===== src/rtl/coef_ram_pkg.sv =====
// Shared types and constants for the coefficient RAM arbiter.
package coef_ram_pkg;

  localparam int COEF_W       = 16;
  localparam int HOST_EQ_W    = 6;
  localparam int HOST_TAP_W   = 10;
  localparam int RAM_EQ_BITS  = 2;
  localparam int RAM_TAP_BITS = 6;
  localparam int RAM_ADDR_W   = RAM_EQ_BITS + RAM_TAP_BITS;

  typedef enum logic [1:0] {G_IDLE, G_FIR, G_DRAIN, G_FORCE} grant_e;

  function automatic logic [RAM_ADDR_W-1:0] pack_addr(input logic [RAM_EQ_BITS-1:0]  eq,
                                                      input logic [RAM_TAP_BITS-1:0] tap);
    return {eq, tap};
  endfunction

endpackage


===== src/rtl/coef_wr_fifo.sv =====
// Small synchronous FIFO holding pending host coefficient writes ({addr, data}).
module coef_wr_fifo #(
  parameter int DEPTH = 4,
  parameter int WIDTH = 24
) (
  input  logic                     clk,
  input  logic                     reset_n,
  input  logic                     i_push,
  input  logic [WIDTH-1:0]         i_wdata,
  input  logic                     i_pop,
  output logic [WIDTH-1:0]         o_rdata,
  output logic                     o_full,
  output logic                     o_empty,
  output logic [$clog2(DEPTH):0]   o_count
);

  localparam int AW = $clog2(DEPTH);
  localparam int CW = AW + 1;

  logic [WIDTH-1:0] r_mem [DEPTH];
  logic [AW-1:0]    r_wr_ptr;
  logic [AW-1:0]    r_rd_ptr;
  logic [CW-1:0]    r_count;

  // Depth is a power of two, so the pointers wrap on their own.
  always_ff @(posedge clk) begin
    if (!reset_n) begin
      r_wr_ptr <= '0;
      r_rd_ptr <= '0;
      r_count  <= '0;
    end else begin
      if (i_push) r_wr_ptr <= r_wr_ptr + AW'(1);
      if (i_pop)  r_rd_ptr <= r_rd_ptr + AW'(1);
      case ({i_push, i_pop})
        2'b10:   r_count <= r_count + CW'(1);
        2'b01:   r_count <= r_count - CW'(1);
        default: r_count <= r_count;
      endcase
    end
  end

  always_ff @(posedge clk) begin
    if (i_push) r_mem[r_wr_ptr] <= i_wdata;
  end

  assign o_rdata = r_mem[r_rd_ptr];
  assign o_full  = (r_count == CW'(DEPTH));
  assign o_empty = (r_count == '0);
  assign o_count = r_count;

endmodule


===== src/rtl/coef_ram_arbiter.sv =====
// Shares one single-port coefficient RAM between FIR tap reads (priority) and
// buffered host writes. Optional macro COEF_AUTOINC_EN enables an auto-incrementing write pointer.
module coef_ram_arbiter
  import coef_ram_pkg::*;
#(
  parameter int NUM_EQ       = 4,
  parameter int TAPS         = 64,
  parameter int EQ_BITS      = RAM_EQ_BITS,
  parameter int TAP_BITS     = RAM_TAP_BITS,
  parameter int FIFO_DEPTH   = 4,
  parameter int STARVE_LIMIT = 8
) (
  input  logic                         clk,
  input  logic                         reset_n,
  input  logic                         host_wr_stb,
  input  logic [HOST_EQ_W-1:0]         host_eq,
  input  logic [HOST_TAP_W-1:0]        host_tap,
  input  logic [COEF_W-1:0]            host_wr_data,
  input  logic                         host_sel_stb,
  input  logic                         clr_err,
  input  logic                         fir_rd_req,
  input  logic [EQ_BITS-1:0]           fir_rd_eq,
  input  logic [TAP_BITS-1:0]          fir_rd_tap,
  output logic                         fir_rd_gnt,
  output logic                         fir_rd_valid,
  output logic [COEF_W-1:0]            fir_rd_data,
  output logic                         ram_en,
  output logic                         ram_we,
  output logic [EQ_BITS+TAP_BITS-1:0]  ram_addr,
  output logic [COEF_W-1:0]            ram_wdata,
  input  logic [COEF_W-1:0]            ram_rdata,
  output logic [$clog2(FIFO_DEPTH):0]  pending,
  output logic                         busy,
  output logic                         ovf_err,
  output logic                         range_err
);

  localparam int ADDR_W  = EQ_BITS + TAP_BITS;
  localparam int ENTRY_W = ADDR_W + COEF_W;
  localparam int SC_W    = $clog2(STARVE_LIMIT + 1);
  localparam logic [HOST_EQ_W-1:0]  EQ_LIM  = HOST_EQ_W'(NUM_EQ);
  localparam logic [HOST_TAP_W-1:0] TAP_LIM = HOST_TAP_W'(TAPS);

  grant_e              w_grant;
  logic                w_push;
  logic                w_pop;
  logic                w_full;
  logic                w_empty;
  logic [ENTRY_W-1:0]  w_head;
  logic [ADDR_W-1:0]   w_head_addr;
  logic [COEF_W-1:0]   w_head_data;
  logic [ADDR_W-1:0]   w_fir_addr;
  logic [EQ_BITS-1:0]  w_wr_eq;
  logic [TAP_BITS-1:0] w_wr_tap;
  logic                w_wr_in_range;
  logic                w_range_set;
  logic                w_ovf_set;

  logic [SC_W-1:0]     r_starve;
  logic                r_ovf;
  logic                r_rng;
  logic                r_rd_valid;
  logic [COEF_W-1:0]   r_rd_hold;

`ifdef COEF_AUTOINC_EN
  logic [EQ_BITS-1:0]  r_ptr_eq;
  logic [TAP_BITS-1:0] r_ptr_tap;
  logic                w_sel_ok;

  // A same-cycle pointer load takes effect before the write uses the address.
  assign w_sel_ok      = (host_eq < EQ_LIM) && (host_tap < TAP_LIM);
  assign w_wr_eq       = (host_sel_stb && w_sel_ok) ? host_eq[EQ_BITS-1:0]   : r_ptr_eq;
  assign w_wr_tap      = (host_sel_stb && w_sel_ok) ? host_tap[TAP_BITS-1:0] : r_ptr_tap;
  assign w_wr_in_range = 1'b1;
  assign w_range_set   = host_sel_stb && !w_sel_ok;

  always_ff @(posedge clk) begin
    if (!reset_n) begin
      r_ptr_eq  <= '0;
      r_ptr_tap <= '0;
    end else if (w_push) begin
      if (w_wr_tap == TAP_BITS'(TAPS - 1)) begin
        r_ptr_tap <= '0;
        r_ptr_eq  <= (w_wr_eq == EQ_BITS'(NUM_EQ - 1)) ? '0 : w_wr_eq + EQ_BITS'(1);
      end else begin
        r_ptr_tap <= w_wr_tap + TAP_BITS'(1);
        r_ptr_eq  <= w_wr_eq;
      end
    end else if (host_sel_stb && w_sel_ok) begin
      r_ptr_eq  <= host_eq[EQ_BITS-1:0];
      r_ptr_tap <= host_tap[TAP_BITS-1:0];
    end
  end
`else
  logic w_unused_sel;

  assign w_unused_sel  = host_sel_stb;
  assign w_wr_eq       = host_eq[EQ_BITS-1:0];
  assign w_wr_tap      = host_tap[TAP_BITS-1:0];
  assign w_wr_in_range = (host_eq < EQ_LIM) && (host_tap < TAP_LIM);
  assign w_range_set   = reset_n && host_wr_stb && !w_wr_in_range;
`endif

  coef_wr_fifo #(
    .DEPTH (FIFO_DEPTH),
    .WIDTH (ENTRY_W)
  ) u_fifo (
    .clk     (clk),
    .reset_n (reset_n),
    .i_push  (w_push),
    .i_wdata ({pack_addr(w_wr_eq, w_wr_tap), host_wr_data}),
    .i_pop   (w_pop),
    .o_rdata (w_head),
    .o_full  (w_full),
    .o_empty (w_empty),
    .o_count (pending)
  );

  assign w_head_addr = w_head[ENTRY_W-1:COEF_W];
  assign w_head_data = w_head[COEF_W-1:0];
  assign w_fir_addr  = pack_addr(fir_rd_eq, fir_rd_tap);

  // Forced drain slot beats the FIR once the FIFO has been starved long enough.
  always_comb begin
    w_grant = G_IDLE;
    if (!reset_n)
      w_grant = G_IDLE;
    else if ((r_starve == SC_W'(STARVE_LIMIT)) && !w_empty)
      w_grant = G_FORCE;
    else if (fir_rd_req)
      w_grant = G_FIR;
    else if (!w_empty)
      w_grant = G_DRAIN;
  end

  assign w_pop     = (w_grant == G_DRAIN) || (w_grant == G_FORCE);
  assign w_push    = reset_n && host_wr_stb && w_wr_in_range && (!w_full || w_pop);
  assign w_ovf_set = reset_n && host_wr_stb && w_wr_in_range && w_full && !w_pop;

  always_comb begin
    fir_rd_gnt = 1'b0;
    ram_en     = 1'b0;
    ram_we     = 1'b0;
    ram_addr   = w_head_addr;
    ram_wdata  = w_head_data;
    unique case (w_grant)
      G_FIR: begin
        fir_rd_gnt = 1'b1;
        ram_en     = 1'b1;
        ram_addr   = w_fir_addr;
      end
      G_DRAIN, G_FORCE: begin
        ram_en = 1'b1;
        ram_we = 1'b1;
      end
      default: ;
    endcase
  end

  always_ff @(posedge clk) begin
    if (!reset_n) begin
      r_starve   <= '0;
      r_ovf      <= 1'b0;
      r_rng      <= 1'b0;
      r_rd_valid <= 1'b0;
      r_rd_hold  <= '0;
    end else begin
      if (w_full && (w_grant == G_FIR))
        r_starve <= (r_starve == SC_W'(STARVE_LIMIT)) ? r_starve : r_starve + SC_W'(1);
      else
        r_starve <= '0;
      r_ovf      <= w_ovf_set   | (r_ovf & ~clr_err);
      r_rng      <= w_range_set | (r_rng & ~clr_err);
      r_rd_valid <= (w_grant == G_FIR);
      if (r_rd_valid) r_rd_hold <= ram_rdata;
    end
  end

  // RAM data passes straight through in the valid cycle and is held afterwards.
  assign fir_rd_valid = r_rd_valid;
  assign fir_rd_data  = r_rd_valid ? ram_rdata : r_rd_hold;
  assign busy         = (pending != '0);
  assign ovf_err      = r_ovf;
  assign range_err    = r_rng;

endmodule


===== config.mk =====
export PLATFORM = sky130hd
export DESIGN_NAME = coef_ram_arbiter
export DESIGN_NICKNAME = d
export VERILOG_FILES = /design/src/rtl/coef_ram_pkg.sv /design/src/rtl/coef_wr_fifo.sv /design/src/rtl/coef_ram_arbiter.sv
export SDC_FILE = /design/constraint.sdc
export NUM_CORES = 1
export LEC_CHECK = 0
export ABC_AREA = 1
export CAP_MARGIN = 20
export CORE_ASPECT_RATIO = 0.9
export CORE_UTILIZATION = 46
export DETAILED_ROUTE_END_ITERATION = 6
export PLACE_DENSITY = 0.8
export SYNTH_ARGS = -nofsm -noshare
export SYNTH_HDL_FRONTEND = slang
export SYNTH_SLANG_ARGS = --single-unit

===== constraint.sdc =====
create_clock -name clk -period 2.7 [get_ports clk]
set_clock_uncertainty 0.05 [all_clocks]
set_input_delay 0.54 -clock clk [delete_from_list [all_inputs] [get_ports clk]]
set_output_delay 0.54 -clock clk [all_outputs]
set_load 0.01 [all_outputs]

==> results of run 1 <==
==> state kept, by name (all words and copies together), names as in the netlist, named ones only <==
signal	flops
ovf_err	1
r_starve	4
u_fifo.r_wr_ptr	2
r_rd_hold	16
u_fifo.o_count	3
u_fifo.r_rd_ptr	2
fir_rd_valid	1
u_fifo.r_mem	96
range_err	1
==> per-stage QoR <==
step                      cell area [µm²]  utilization
after floorplan                      5140            -
after global placement               6580        0.606
after detailed placement             6580        0.606
after CTS                            7230        0.666
after global routing                 7230        0.666
final                                7230        0.666
==> critical path: cells and delay by family, from the launching register on <==
family | cells | cell delay, ps
buffers and inverters | 3 | 760
adders and majority gates | 1 | 190
and+or+nand+nor | 3 | 280
DFF | 1 | 320
==> cell usage after synthesis (5+ instances only) <==
library cell and number:
clkbuf_1 11, ha_1 7, nand2_2 5, nand3_1 6, dfxtp_1 32, buf_2 7
edfxtp_1 96, o21ai_0 54, a21oi_1 26, nor2_2 5, nor2_1 61, inv_1 23
o22ai_1 24, nand2_1 85
==> where the power goes <==
part	internal (mW)	switching, mW	leakage [nW]
Combinational	0.140	0.0975	1.27
Clock	1.58	0.900	0.310
Sequential	2.12	0.00413	1.12
Total	3.84	1.00	2.71
==> metal layers <==
metal,routed length (µm),GRT usage
met4,70,0.0749
met1,4650,0.246
met2,5890,0.374
met5,0,0
met3,783,0.0682
==> layout make-up <==
class	instances	area, µm²	share of cell area
multi-input combinational	284	1450	0.200
clock buffer	17	425	0.0588
timing repair buffer	134	1330	0.183
sequential	128	3520	0.487
inverter	25	101	0.0140
clock inverter	15	219	0.0303
tap	152	190	0.0263
==> layout by cell type (no fill, tap or decap), drive strengths merged <==
| cell | instances |
|---|---|
| fa | 1 |
| dlygate4sd2 | 9 |
| edfxtp | 96 |
| xor2 | 4 |
| nand2 | 92 |
| clkdlybuf4s50 | 100 |
| o21ai | 54 |
| buf | 24 |
| ha | 7 |
| nor3 | 2 |
| nor2 | 66 |
| or2 | 1 |
| nand3b | 1 |
| inv | 34 |
| clkbuf | 17 |
| dlymetal6s2s | 1 |
| nand3 | 6 |
| bufinv | 4 |
| clkinvlp | 2 |
| o22ai | 24 |
| dfxtp | 32 |
| a21oi | 26 |
==> worst paths after layout <==
check                            to          from  cells past startpoint
setup / recovery             ram_we   r_starve[1]                      7
hold / removal         r_rd_hold[0]  r_rd_hold[0]                      2
setup reg to reg  u_fifo.o_count[2]   r_starve[1]                     13
hold reg to reg        r_rd_hold[0]  r_rd_hold[0]                      2
==> logic make-up (layout without fill, tap and decap cells) <==
logic type / Yosys count / in the layout / synth area share
and+or+nand+nor: 168 / 168 / 0.143
xor gates and xnor gates: 4 / 4 / 0.00682
buffers and inverters: 44 / 191 / 0.0368
AOI/OAI and AO/OA: 104 / 104 / 0.107
DFF: 128 / 128 / 0.686
adders and majority gates: 8 / 8 / 0.0209
==> timing repair <==
item | CTS | global route
resized for setup | 14 | 1
endpoints found under the setup margin | 10 | 1
pin swaps | 1 | 0
buffers inserted | 0 | 0
==> flow_summary.yaml, run 1 <==
power_and_ir_drop:
  vdd_drop_max_mv: 0.410
  power_mw: 4.84
  p_leak_nw: 2.71
  power_density_nw_per_um2: 670
worst_setup_path:
  crit_fanout: 6
  critPathMaxStageDelay_ps: 570
  worstSetupPathType: "reg2out"
  crit_path_frequent_cell: "inv_1"
  cp_cell_sequence: "inv_1 -> ha_2 -> nand3b_4 -> nand2_1 -> nand2_2 -> inv_1 -> clkdlybuf4s50_1"
  cpMaxStageDelayCell: "clkdlybuf4s50_1"
  startpoint_type: "flip-flop"
  critPathRequiredTime_ps: 2110
  r2r_slack_ps: 450
  end_kind: "output pin"
  worstPathArrival_ps: 1970
yosys:
  ys_warn_count: 0
  yosysUniqueCellTypes: 23
  synth_top_flop_cell: "edfxtp_1"
  synthCells: 456
  avgSynthCellArea_um2: 11.3
  yosysSeqAreaShare: 0.686
  synth_seq_cells: 128
  syn-cell-area_um2: 5140
  ys_top_cells_by_area: "edfxtp_1 (56%), dfxtp_1 (12%), nand2_1 (6.2%)"
  synth_largest_area_cell: "edfxtp_1"
  synth_top_area_frac: 0.561
  synth_fp_nets: 526
  synth-edff-count: 96
  synthArstFlopShare: 0
clock_network:
  hold_buffers: 0
  root_buffer: "clkbuf_16"
  cts_tree: "done"
  cts_sinks: 128
  htreeDepth: 4
  clk_pin_slew_ps: 60
  clockBufferDepth: 2
  cts_made_buffers: 17
  clk_latency_ps: 410
sta:
  rsz0062_at_grt: "false"
  hold_viol_final: 0
  fin_setup_tns_ps: 0
  finalCritPeriodShare: 0.948
  max_freq_mhz: 391
  slew_headroom: 0.708
  fin_ws_ps: 141
  slew_violations: 0
  min_period_ps: 2560
  setup_viol: 0
  worst_pin_slew_ps: 438
  hold_slack_ps: 418
route:
  avgViaCountPerCell: 5.01
  drc: 0
  drt_iter0_markers: 178
  drt.antenna.violating_nets: 0
  wire_per_inst_um: 15.1
  vias: 3783
  drt_pre_antenna_iters: 4
  drt-total-wl_mm: 11.4
flow_run:
  cap_violations: 0
cells_and_area:
  nNetsFinal: 660
  diodes: 0
  layout-drive-gt1-share: 0.134
  area_delta_synth_final_pct: 40.8
  instances_no_fill: 755
  nFillCells: 763
grt:
  antenna_found_initial: 0
  grt.total_usage: 0.212
  grt_max_degree: 31
  grt_pass1_wl_mm: 18.4
  grt_pass1_vias: 3849
  overflow: 0
place:
  dp_hpwl_mm: 7.19
  place_congestion: 0.753
  port_buffers: 110
  place_ws_ps: -154
  placed_cells: 723
floorplan:
  rows: 36
  die_y_um: 102
  die_w_um: 113
  coreArea_um2: 10900
  die_area_um2: 11600
  ios: 112
  start_util: 0.473
hold_path:
  hold_class: "reg2reg"
status:
  outcome: "complete, no violations"
(Power assumes the default switching activity.)
==> inputs of run 2 (changes only) <==
CORE_ASPECT_RATIO = 1.1   (was 0.9)
==> flow_summary.yaml, run 2 (synthesis results as in run 1) <==
floorplan:
  die_y_um: 113
  coreArea_um2: 10900
  die_area_um2: 11600
  start_util: 0.471
  rows: 40
  die_w_um: 103
  ios: 112
worst_setup_path:
  r2r_slack_ps: 350
  reg2regPathDepth: 15
  worstReg2RegEnd: "u_fifo.o_count[2]"
  worstSetupPathType: "in2out"
  worstPathArrival_ps: 2010
  startpoint: "fir_rd_req"
  crit_fanout: 9
  startpoint_type: "input pin"
  reg2reg_from: "r_starve[0]"
  critPathRequiredTime_ps: 2110
  end_kind: "output pin"
sta:
  setup_viol: 0
  slew_headroom: 0.703
  hold_slack_ps: 420
  worst_pin_slew_ps: 445
  rsz0062_at_grt: "false"
  finalCritPeriodShare: 0.963
  hold_viol_final: 0
  max_freq_mhz: 385
  min_period_ps: 2600
  slew_violations: 0
clock_network:
  hold_buffers: 0
  htreeDepth: 4
  clk_pin_slew_ps: 50
  clk_latency_ps: 410
  root_buffer: "clkbuf_16"
  cts_tree: "done"
  cts_sinks: 128
  clockBufferDepth: 2
  cts_made_buffers: 17
place:
  dp_hpwl_mm: 7.39
  port_buffers: 110
  place_congestion: 0.754
  placed_cells: 721
grt:
  grt_max_degree: 49
  grt.total_usage: 0.207
  antenna_found_initial: 0
  overflow: 0
  grt_pass1_wl_mm: 17.8
  grt_pass1_vias: 3874
power_and_ir_drop:
  p_leak_nw: 2.70
  pwr-share-comb: 0.055
  switching_share: 0.204
  p_int_mw: 3.52
  power_density_nw_per_um2: 614
  p_clk_frac: 0.463
  p_switching_mw: 0.904
  vdd_drop_max_mv: 0.585
  pwr-share-seq: 0.482
cells_and_area:
  largest_reg_flops: 96
  instances_no_fill: 758
  diodes: 0
  largest_register: "u_fifo.r_mem"
  layout-drive-gt1-share: 0.146
  top_regs: "u_fifo.r_mem x96, r_rd_hold x16, r_starve x4"
  nNetsFinal: 668
  layout_common_cells: "clkdlybuf4s50_1 (99), edfxtp_1 (96), nand2_1 (85)"
  area_delta_synth_final_pct: 40.2
  layout_commonest_cell: "clkdlybuf4s50_1"
flow_run:
  cap_violations: 0
route:
  wire_per_inst_um: 14.9
  avgViaCountPerCell: 5.14
  drt.antenna.violating_nets: 0
  vias: 3896
  drt_iter0_markers: 197
  drt-total-wl_mm: 11.3
  drt_pre_antenna_iters: 4
  drc: 0
hold_path:
  holdPathStages: 2
  hold_class: "reg2reg"
  min_to: "r_rd_hold[15]"
  hp-start: "r_rd_hold[15]"
status:
  outcome: "complete, no violations"
run 2: what timing repair did:
| item | CTS | global route |
|---|---|---|
| gates resized for setup | 18 | 4 |
| cloned | 1 | 0 |
| setup endpoints to repair | 10 | 4 |
| setup buffers | 3 | 1 |
| pin swaps | 1 | 1 |
run 2: area by class of cell:
cell class	count	area (µm²)
fillers	842	3700
flip-flops and latches	128	3530
multi-input cells	285	1460
repair buffers	141	1380
clock buffers	17	425
well taps	147	184
clock inverters	15	120
inverters	25	111
run 2: stage by stage:
step	TNS (ps)	total power, mW	area, µm²	utilization	setup WS, ps
finish	0	4.42	7210	0.660	99.8
global route	0	4.57	7210	0.660	14.5
CTS	0	4.46	7190	0.659	26.5
detailed placement	-1310	2.41	6600	0.605	-153
global placement	-1090	2.40	6600	0.605	-116
floorplan	0	2.24	5140	-	73.7
run 2: worst max path at each step:
stage / end / cells past startpoint
3_5_place_dp: u_fifo.o_count[2] / 13
4_1_cts: fir_rd_gnt / 7
5_1_grt: fir_rd_gnt / 7
2_1_floorplan: u_fifo.r_mem[1][0] / 7
6_report: fir_rd_gnt / 6
3_3_place_gp: ram_addr[4] / 8
run 2: worst max-delay path, cell delays in order:
cell	delay, ps
clkdlybuf4s50_1	490
nand2_1	110
inv_4	130
nand2_8	100
inv_12	100
clkdlybuf4s50_1	540
run 2: metal layers:
layer / track usage / part of all wire
met5: 0 / 0
met4: 0.0826 / 0.016
met3: 0.0723 / 0.083
met2: 0.354 / 0.50
met1: 0.235 / 0.40
run 2: power groups by stage:
stage / registers, mW / clock network, mW / logic (mW)
2_1_floorplan: 2.17 / 0 / 0.0707
3_3_place_gp: 2.17 / 0 / 0.235
3_5_place_dp: 2.17 / 0 / 0.240
4_1_cts: 2.13 / 2.08 / 0.246
5_1_grt: 2.13 / 2.18 / 0.263
6_report: 2.13 / 2.05 / 0.244
==> inputs of run 3 (changes only) <==
CORE_MARGIN = 5   (was not set)
clock period = 2.23 ns   (was 2.7 ns; I/O delays follow)
==> flow_summary.yaml, run 3 (synthesis results as in run 1) <==
route:
  vias: 4027
  drt-total-wl_mm: 13.1
  drc: 0
  drt_iter0_markers: 181
  avgViaCountPerCell: 5.18
  drt_pre_antenna_iters: 5
  drt.antenna.violating_nets: 0
  wire_per_inst_um: 16.9
clock_network:
  cts_sinks: 128
  clockBufferDepth: 2
  htreeDepth: 4
  clk_pin_slew_ps: 60
  cts_tree: "done"
  cts_made_buffers: 17
  root_buffer: "clkbuf_16"
  clk_latency_ps: 410
worst_setup_path:
  crit_fanout: 6
  worstSetupPathType: "reg2out"
  end_kind: "output pin"
  worstPathArrival_ps: 1790
  cpMaxStageDelayCell: "dfxtp_2"
  critPathMaxStageDelay_ps: 320
  startpoint_type: "flip-flop"
  critPathRequiredTime_ps: 1730
  cp_num_buf_inv: 4
  cpLargestDelayFamily: "simple AND/OR/NAND/NOR gates"
  cp_cell_sequence: "inv_2 -> ha_4 -> nand3b_4 -> or2_4 -> nand2_8 -> inv_8 -> buf_6 -> nand2_2 -> nand2_1 -> buf_2"
floorplan:
  die_y_um: 121
  ios: 112
  coreArea_um2: 10900
  die_w_um: 111
  rows: 40
  die_area_um2: 13400
  start_util: 0.471
cells_and_area:
  top_regs: "u_fifo.r_mem x96, r_rd_hold x16, r_starve x4"
  instances_no_fill: 777
  diodes: 0
  layout_commonest_cell: "edfxtp_1"
  nNetsFinal: 687
  utilization: 0.693
  area_delta_synth_final_pct: 47.0
  layout-drive-gt1-share: 0.240
  largest_reg_flops: 96
  largest_register: "u_fifo.r_mem"
  finalInstanceArea_um2: 7560
  layout_common_cells: "edfxtp_1 (96), clkdlybuf4s50_1 (79), nand2_1 (70)"
sta:
  hold_viol_final: 0
  fin_ws_ps: -53.2
  slew_headroom: 0.814
  max_freq_mhz: 438
  fin_setup_tns_ps: -133
  rsz0062_at_grt: "true"
  hold_slack_ps: 418
  setup_viol: 4
  min_period_ps: 2280
  worst_pin_slew_ps: 276
  finalCritPeriodShare: 1.02
  slew_violations: 0
status:
  outcome: "finished, violations left"
  violations: "negative setup slack"
place:
  place_ws_ps: -532
  dp_hpwl_mm: 8.19
  placed_cells: 728
  dpl_cell_area_um2: 6700
  port_buffers: 110
  place_congestion: 0.818
grt:
  grt.total_usage: 0.191
  overflow: 0
  grt_pass1_wl_mm: 19.9
  antenna_found_initial: 1
  grt_pass1_vias: 4092
  use_met2: 0.335
  grt_max_degree: 49
  grt.busiest_layer: "met2"
  met3_usage: 0.0738
  met1_usage: 0.219
power_and_ir_drop:
  power_density_nw_per_um2: 746
  power_mw: 5.64
  p_leak_nw: 2.93
  vdd_drop_max_mv: 0.608
flow_run:
  cap_violations: 0
hold_path:
  hold_class: "reg2reg"
## run 3: final timing paths
path                 from                end  slack [ps]  depth (start not counted)
max reg2reg   r_starve[1]  u_fifo.o_count[2]          90                         15
min reg2reg  r_rd_hold[6]       r_rd_hold[6]         420                          2
min          r_rd_hold[6]       r_rd_hold[6]         420                          2
max           r_starve[1]        ram_addr[4]         -50                         10
## run 3: worst register-to-register path, cell delays in order (launching register included)
cell	delay [ps]
dfxtp_2	330
inv_2	50
ha_4	160
nand3b_4	70
buf_4	110
nand2_1	50
nand2_2	100
nand2_2	70
nand2_2	70
ha_1	140
inv_1	60
fa_2	360
a21oi_2	150
o21ai_1	90
o21ai_1	130
a21oi_1	50
## run 3: where the power goes
group          total [mW]  internal, mW  switching, mW
clock network        2.74          1.75          0.994
logic               0.318         0.182          0.136
registers            2.58          2.57        0.00723
total                5.64          4.50           1.14
## run 3: cell type report
type,instances,area [µm²]
inverter,25,111
sequential,128,3530
fill,779,3350
timing repair buffer,158,1580
clock inverter,15,166
clock buffer,17,425
multi-input combinational,285,1540
timing repair inverter,2,18.8
tap,147,184
## run 3: layer usage
layer  up-vias  share of wire
li1       1912              -
met1      1926           0.39
met2       168           0.52
met3        19          0.076
met4         2          0.011
met5         -        0.00053
## run 3: repair_timing
action	in CTS	in global routing
hold buffers	0	0
cloned	4	3
pin swaps	8	1
resized for setup	92	60
endpoints found under the hold margin	0	0
buffers inserted	6	4
setup endpoints to repair	44	36
